===== src/rtl/alu_access_arbiter.sv =====
// alu_access_arbiter
// Shares one external ALU between two requesters. A request is granted
// round-robin, its operands are driven to the ALU for one issue cycle plus
// one settle cycle, and the ALU result and flags are captured and held for
// the owning requester until that requester acknowledges them.
//
// state   | meaning
// --------+-----------------------------------------------------------
// IDLE    | no operation; ReqReady offers a grant to a valid requester
// ISSUE   | latched operands on the ALU, ALUWF pulses for one cycle
// CAPTURE | ALU result settled; registered into RespOut/RespFlags
// RESP    | RespValid[owner] held until RespAck[owner]
module alu_access_arbiter #(
    parameter int DATA_WIDTH   = 32,
    parameter int FUNSEL_WIDTH = 5
) (
    input  logic                      Clock,
    input  logic                      Reset,
    input  logic [1:0]                ReqValid,
    output logic [1:0]                ReqReady,
    input  logic [2*DATA_WIDTH-1:0]   ReqA,
    input  logic [2*DATA_WIDTH-1:0]   ReqB,
    input  logic [2*FUNSEL_WIDTH-1:0] ReqFunSel,
    input  logic [1:0]                ReqWF,
    output logic [1:0]                RespValid,
    input  logic [1:0]                RespAck,
    output logic [DATA_WIDTH-1:0]     RespOut,
    output logic [3:0]                RespFlags,
    output logic [DATA_WIDTH-1:0]     ALUA,
    output logic [DATA_WIDTH-1:0]     ALUB,
    output logic [FUNSEL_WIDTH-1:0]   ALUFunSel,
    output logic                      ALUWF,
    input  logic [DATA_WIDTH-1:0]     ALUOut,
    input  logic [3:0]                ALUFlags,
    output logic                      Busy
);

    typedef enum logic [1:0] {
        IDLE    = 2'd0,
        ISSUE   = 2'd1,
        CAPTURE = 2'd2,
        RESP    = 2'd3
    } arbStateT;

    arbStateT                state;
    logic                    lastGrant;   // index of the requester served last
    logic                    owner;       // index of the requester in flight
    logic [1:0]              grant;
    logic [DATA_WIDTH-1:0]   selA;
    logic [DATA_WIDTH-1:0]   selB;
    logic [FUNSEL_WIDTH-1:0] selFunSel;
    logic                    selWF;

    // Round-robin grant, offered only while idle; on a tie the requester
    // that was not served last wins.
    always_comb begin
        grant = 2'b00;
        if (state == IDLE) begin
            if (ReqValid == 2'b11) begin
                grant = lastGrant ? 2'b01 : 2'b10;
            end else begin
                grant = ReqValid;
            end
        end
    end

    // Pick the granted requester's operand slice.
    always_comb begin
        selA      = ReqA[DATA_WIDTH-1:0];
        selB      = ReqB[DATA_WIDTH-1:0];
        selFunSel = ReqFunSel[FUNSEL_WIDTH-1:0];
        selWF     = ReqWF[0];
        if (grant[1]) begin
            selA      = ReqA[2*DATA_WIDTH-1:DATA_WIDTH];
            selB      = ReqB[2*DATA_WIDTH-1:DATA_WIDTH];
            selFunSel = ReqFunSel[2*FUNSEL_WIDTH-1:FUNSEL_WIDTH];
            selWF     = ReqWF[1];
        end
    end

    assign ReqReady = grant;
    assign Busy     = (state != IDLE);

    // Sequencer: latch on accept, pulse ALUWF in ISSUE, capture at the
    // CAPTURE->RESP edge, release on the owner's acknowledge.
    always_ff @(posedge Clock or negedge Reset) begin
        if (!Reset) begin
            state     <= IDLE;
            lastGrant <= 1'b1;
            owner     <= 1'b0;
            ALUA      <= '0;
            ALUB      <= '0;
            ALUFunSel <= '0;
            ALUWF     <= 1'b0;
            RespValid <= 2'b00;
            RespOut   <= '0;
            RespFlags <= 4'b0000;
        end else begin
            case (state)
                IDLE: begin
                    if (grant != 2'b00) begin
                        owner     <= grant[1];
                        ALUA      <= selA;
                        ALUB      <= selB;
                        ALUFunSel <= selFunSel;
                        ALUWF     <= selWF;
                        state     <= ISSUE;
                    end
                end
                ISSUE: begin
                    ALUWF <= 1'b0;
                    state <= CAPTURE;
                end
                CAPTURE: begin
                    RespOut   <= ALUOut;
                    RespFlags <= ALUFlags;
                    RespValid <= owner ? 2'b10 : 2'b01;
                    state     <= RESP;
                end
                RESP: begin
                    if (RespAck[owner]) begin
                        RespValid <= 2'b00;
                        lastGrant <= owner;
                        state     <= IDLE;
                    end
                end
                default: begin
                    state <= IDLE;
                end
            endcase
        end
    end

endmodule


===== config.mk =====
export PLATFORM = sky130hd
export DESIGN_NAME = alu_access_arbiter
export DESIGN_NICKNAME = d
export VERILOG_FILES = /design/src/rtl/alu_access_arbiter.sv
export SDC_FILE = /design/constraint.sdc
export NUM_CORES = 1
export LEC_CHECK = 0
export CAP_MARGIN = 10
export CORE_UTILIZATION = 25
export DETAILED_ROUTE_END_ITERATION = 8
export MAX_ROUTING_LAYER = met4
export PLACE_DENSITY = 0.62
export SYNTH_ARGS = -nofsm -noshare
export SYNTH_HDL_FRONTEND = slang
export SYNTH_SLANG_ARGS = --single-unit

===== constraint.sdc =====
create_clock -name Clock -period 1.65 [get_ports Clock]
set_input_delay 0.165 -clock Clock [delete_from_list [all_inputs] [get_ports Clock]]
set_output_delay 0.165 -clock Clock [all_outputs]
set_load 0.02 [all_outputs]

### Word level (Yosys, flattened, before mapping)

Index checks and enable logic that the tools add are counted.

| storage, ports and cells | value |
|---|---|
| bits in registers | 112 |
| logic and storage cells | 43 |

| cells by class | value |
|---|---|
| order comparisons | 1 |
| equality and inequality tests | 6 |
| mux-type cells | 16 |
| reduce and logical (&&, ||, !) cells | 10 |

Operators with widths:

| operator | count |
|---|---|
| $mux W32 | 2 |
| $mux W2 | 6 |
| $reduce_and A2 Y1 | 5 |
| $pmux W2 S4 | 1 |
| $reduce_bool A2 Y1 | 4 |
| $eq A2 B2 Y1 const B | 3 |
| $mux W5 | 1 |
| $mux W1 | 4 |
| $pmux W2 S2 | 1 |
| $eq A2 B1 Y1 const B | 1 |
| $logic_not A2 Y1 | 1 |
| $lt A1 B2 Y1 const B | 1 |
| $ne A2 B1 Y1 const B | 1 |
| $ne A2 B2 Y1 const B | 1 |
| $pmux W1 S2 | 1 |

### Longest topological paths before layout

| logic depth | value |
|---|---|
| depth after elaboration | 6 |
| mapped depth | 8 |
| depth with buffers taken out | 5 |

### Worst setup path before layout

OpenSTA, ideal clock, no wires.

| timing | value |
|---|---|
| kind | register -> output |
| start point | register state[0] |
| end point | output port ReqReady[0] |
| arrival | 1502 ps |
| slack | -17 ps |
| cell stages (with the launch flop) | 6 |
| path buffers | 1 |
| cell sequence | dfrtp_1 > inv_1 > ha_1 > buf_4 > inv_1 > a211oi_1 |

| between the ends | value |
|---|---|
| longest elaborated chain between the ends | 2 |

RTL lines:

| element | line | text |
|---|---|---|
| start: declaration | 45 | `arbStateT state;` |
| start signal: assignment | 88 | `state <= IDLE;` |
| start signal: assignment | 107 | `state <= ISSUE;` |
| start signal: assignment | 112 | `state <= CAPTURE;` |
| $logic_not A2 Y1 | 58 | `if (state == IDLE) begin` |
| $mux W2 | 58 |  |
| end: declaration | 20 | `output logic [1:0] ReqReady,` |

No other way between the ends.

### Final worst setup path

| timing | value |
|---|---|
| start point | register ALUWF |
| end point | output port ALUWF |

RTL lines:

| element | line | text |
|---|---|---|
| start: declaration | 32 | `output logic ALUWF,` |
| start signal: assignment | 106 | `ALUWF <= selWF;` |

No word-level cell between the ends.

==> flow_metrics.py <==
metrics = {
    "status": {
        "run_status": "complete, no violations",
    },
    "place": {
        "dp.final_hpwl_mm": 13.7,
        "port_buffers": 292,
        "gp_congestion": 0.772,
        "post_dp_cell_area_sq_um": 8830,
        "place_ws_ns": -0.111,
    },
    "routing": {
        "final_antenna_net_count": 0,
        "detail_route.vias_per_cell": 5.12,
        "drcViolationCount": 0,
        "route.detailed.wl_per_inst_um": 18.9,
        "drt-total-wl_mm": 20.7,
        "detailedRoute.firstIterationViolations": 281,
        "route.vias.total": 5625,
        "drt_first_pass_iters": 5,
    },
    "logic_synthesis": {
        "synthesis.area_sq_um": 5610,
        "synth_area_per_inst_sq_um": 10.5,
        "yosys.cell_count.top_type": "sky130_fd_sc_hd__dfrtp_1",
        "seq_area_frac_synth_pct": 50.0,
        "yosysWarnings": 0,
        "yosys_register_bits": 112,
        "synthDominantCellAreaShare_pct": 49.5,
        "synth_commonest_cells": "sky130_fd_sc_hd__dfrtp_1, sky130_fd_sc_hd__nor2_1, sky130_fd_sc_hd__o2111ai_1, sky130_fd_sc_hd__o21ai_1, sky130_fd_sc_hd__a31oi_1",
        "syn-instance-count": 533,
        "post_synth_cell_types": 33,
        "postSynthNetCount": 720,
        "post-synth-top-area-cell": "sky130_fd_sc_hd__dfrtp_1",
        "synthTopCellsByArea": "sky130_fd_sc_hd__dfrtp_1, sky130_fd_sc_hd__o2111ai_1, sky130_fd_sc_hd__a31oi_1",
        "synth_flop_cell": "sky130_fd_sc_hd__dfrtp_1",
        "postSynth.asyncResetShare_pct": 100,
        "synth-edff-count": 0,
    },
    "floorplanning": {
        "design.die.area_sq_um": 23000,
        "die_width_um": 152,
        "ioPinCount": 293,
        "initial_core_util_pct": 25.6,
        "fp.dieH_um": 152,
        "core-area_sq_um": 21900,
        "floorplan.rows": 54,
    },
    "sta": {
        "timing_worst_slew_pin_value_ns": 0.494,
        "fin_ws_ns": 0.0876,
        "max_freq_mhz": 640,
        "timing.final.hold_violations": 0,
        "tns_ns": 0,
        "timing_max_transition_violations_final": 0,
        "fin_clk_skew_ns": 0.00640,
        "slew_headroom_pct": 67.0,
        "rsz0062_at_grt": "no",
        "final_min_period_over_clock_period_pct": 94.7,
        "timing.final.setup_violations": 0,
        "fin_worst_hold_slack_ns": 0.210,
        "period_minus_slack_ns": 1.56,
    },
    "critical_path": {
        "critical_path_buf_inv_count": 1,
        "kind_of_cell_with_the_highest_combined_delay_on_the_critical_path": "buffers and inverters",
        "rr_startpoint": "state[1]$_DFFE_PN0P_",
        "cp-start-kind": "flop",
        "r2r.worst_path.cells": 8,
        "crit_required_ns": 1.48,
        "arrival_ns": 1.40,
        "timing.critical_path.cells": "clkdlybuf4s50_1",
        "cp_class": "flop to output port",
        "worst_path_largest_cell_delay_ns": 0.65,
        "critical_path_sink_type": "output port",
        "reg2reg_to": "ALUB[24]$_DFFE_PN0P_",
        "critPathMaxFanout": 3,
        "cp.depth": 1,
        "critPathSlowestCell": "sky130_fd_sc_hd__clkdlybuf4s50_1",
        "reg2reg_setup_slack_ns": 0.10,
    },
    "clock_network": {
        "max-clock-path-buffers": 2,
        "numClockSinks": 112,
        "number_of_h_tree_levels": 3,
        "clock_slew_seen_by_the_registers_of_the_worst_setup_and_hold_paths_ns": 0.08,
        "clk-insertion-delay-late_ns": 0.36,
        "cts_tree": "yes",
        "cts_buffers": 9,
        "clock_tree.root_cell": "sky130_fd_sc_hd__clkbuf_16",
    },
    "final_layout": {
        "nNetsFinal": 998,
        "drive_gt1_share_pct": 12.6,
        "final.fill_count": 2143,
        "postLayoutCellArea_sq_um": 9300,
        "area.growth.synth_to_final_pct": 65.7,
    },
    "global_route": {
        "grt.overflow.total": 0,
        "grt_first_pass_wirelength_mm": 30.0,
        "grt_use_total_pct": 17.5,
        "antenna_found_initial": 2,
        "first_global_vias": 5571,
        "grt_start_max_net_pins": 58,
    },
    "power_and_ir_drop": {
        "power_switching_mw": 7.22,
        "ir_drop_uv": 816,
        "static-leakage-power_nw": 3.47,
        "fin_total_pwr_mw": 17.4,
        "power.share.combinational_pct": 58.7,
        "cell_internal_pwr_mw": 10.2,
        "power.share.sequential_pct": 28.3,
        "p_per_area_nw_per_um2": 1870,
        "power.share.clock_pct": 13.0,
        "switching_share_pct": 41.5,
    },
    "flow_run": {
        "maxCapViolations": 0,
    },
    "hold_path": {
        "min-delay-path-class": "input pin to asynchronous set/reset pin",
    },
}
[area by class of cell]
type | instances | area, sq um | area share [%]
Inverter | 8 | 30.0 | 0.323
Clock inverter | 6 | 57.6 | 0.619
Tap cell | 280 | 350 | 3.77
Multi-Input combinational cell | 349 | 2370 | 25.5
Antenna cell | 2 | 5.00 | 0.0538
Timing Repair Buffer | 331 | 3440 | 37.0
Sequential cell | 112 | 2800 | 30.2
Clock buffer | 10 | 239 | 2.57
[state kept, by name, indices dropped and copies added (netlist names), 2 cells and up]
register / cells
ALUB: 32
ALUFunSel: 5
RespFlags: 4
state: 2
ALUA: 32
RespOut: 32
RespValid: 2
[power groups by stage]
stage / Sequential (mW) / Clock (mW) / Combinational, mW
floorplan: 6.54 / 0 / 3.85
global placement: 4.90 / 0 / 9.77
detailed placement: 4.95 / 0 / 9.83
CTS: 4.92 / 2.35 / 9.87
global route: 5.09 / 2.46 / 11.0
finish: 4.91 / 2.26 / 10.2
[cells in the final DEF (no fill, tap or decap), types with 3 or more instances in the layout]
master,n
sky130_fd_sc_hd__nor2_1,74
sky130_fd_sc_hd__buf_2,3
sky130_fd_sc_hd__a21oi_1,4
sky130_fd_sc_hd__inv_2,4
sky130_fd_sc_hd__buf_4,22
sky130_fd_sc_hd__clkbuf_16,13
sky130_fd_sc_hd__dfrtp_1,111
sky130_fd_sc_hd__inv_1,4
sky130_fd_sc_hd__ha_1,3
sky130_fd_sc_hd__mux2_2,27
sky130_fd_sc_hd__clkdlybuf4s50_1,287
sky130_fd_sc_hd__o2111ai_1,69
sky130_fd_sc_hd__a31oi_1,68
sky130_fd_sc_hd__buf_12,10
sky130_fd_sc_hd__o21ai_1,69
sky130_fd_sc_hd__mux2_1,10
sky130_fd_sc_hd__o21ai_0,4
[through the flow]
step                      utilization, %  cells
after global routing                42.5   1098
after detailed placement            40.3   1073
after CTS                           41.8   1090
after floorplan                        -    533
after global placement              40.3   1073
final                               42.5   1098
[layer usage]
metal / routed length, um / GRT usage (%) / part of all wire, % / vias to the layer above
met5: 0 / - / 0 / -
met4: 332 / 5.35 / 1.6 / 0
met3: 1430 / 4.13 / 6.9 / 27
met2: 10000 / 28.4 / 48 / 225
met1: 8930 / 21.6 / 43 / 2766
li1: - / - / - / 2607
[what timing repair did]
item,in CTS,in global routing
gates cloned,0,4
pin swaps,0,2
hold endpoints to repair,53,0
endpoints found under the setup margin,13,35
resized for setup,15,7
hold buffers,1,0
setup buffers,0,2
[worst max-delay path by stage]
stage	endpoint	from
2_1_floorplan	RespFlags[0]$_DFFE_PN0P_	state[0]$_DFFE_PN0P_
3_3_place_gp	ReqReady[1]	ReqValid[0]
3_5_place_dp	ReqReady[1]	ReqValid[0]
4_1_cts	ALUB[24]$_DFFE_PN0P_	state[1]$_DFFE_PN0P_
5_1_grt	ALUFunSel[0]$_DFFE_PN0P_	state[1]$_DFFE_PN0P_
6_report	ALUWF	ALUWF$_DFFE_PN0P_
[cell families after synthesis]
group	count (synthesis)	share of synthesized area (%)
multiplexers	39	7.78
AO/OA/AOI/OAI	222	26.9
adder cells (fa/ha/maj)	5	1.12
flip-flops	112	50.0
AND/OR/NAND/NOR	83	5.91
buffers and inverters	72	8.30
(Power assumes the default switching activity.)
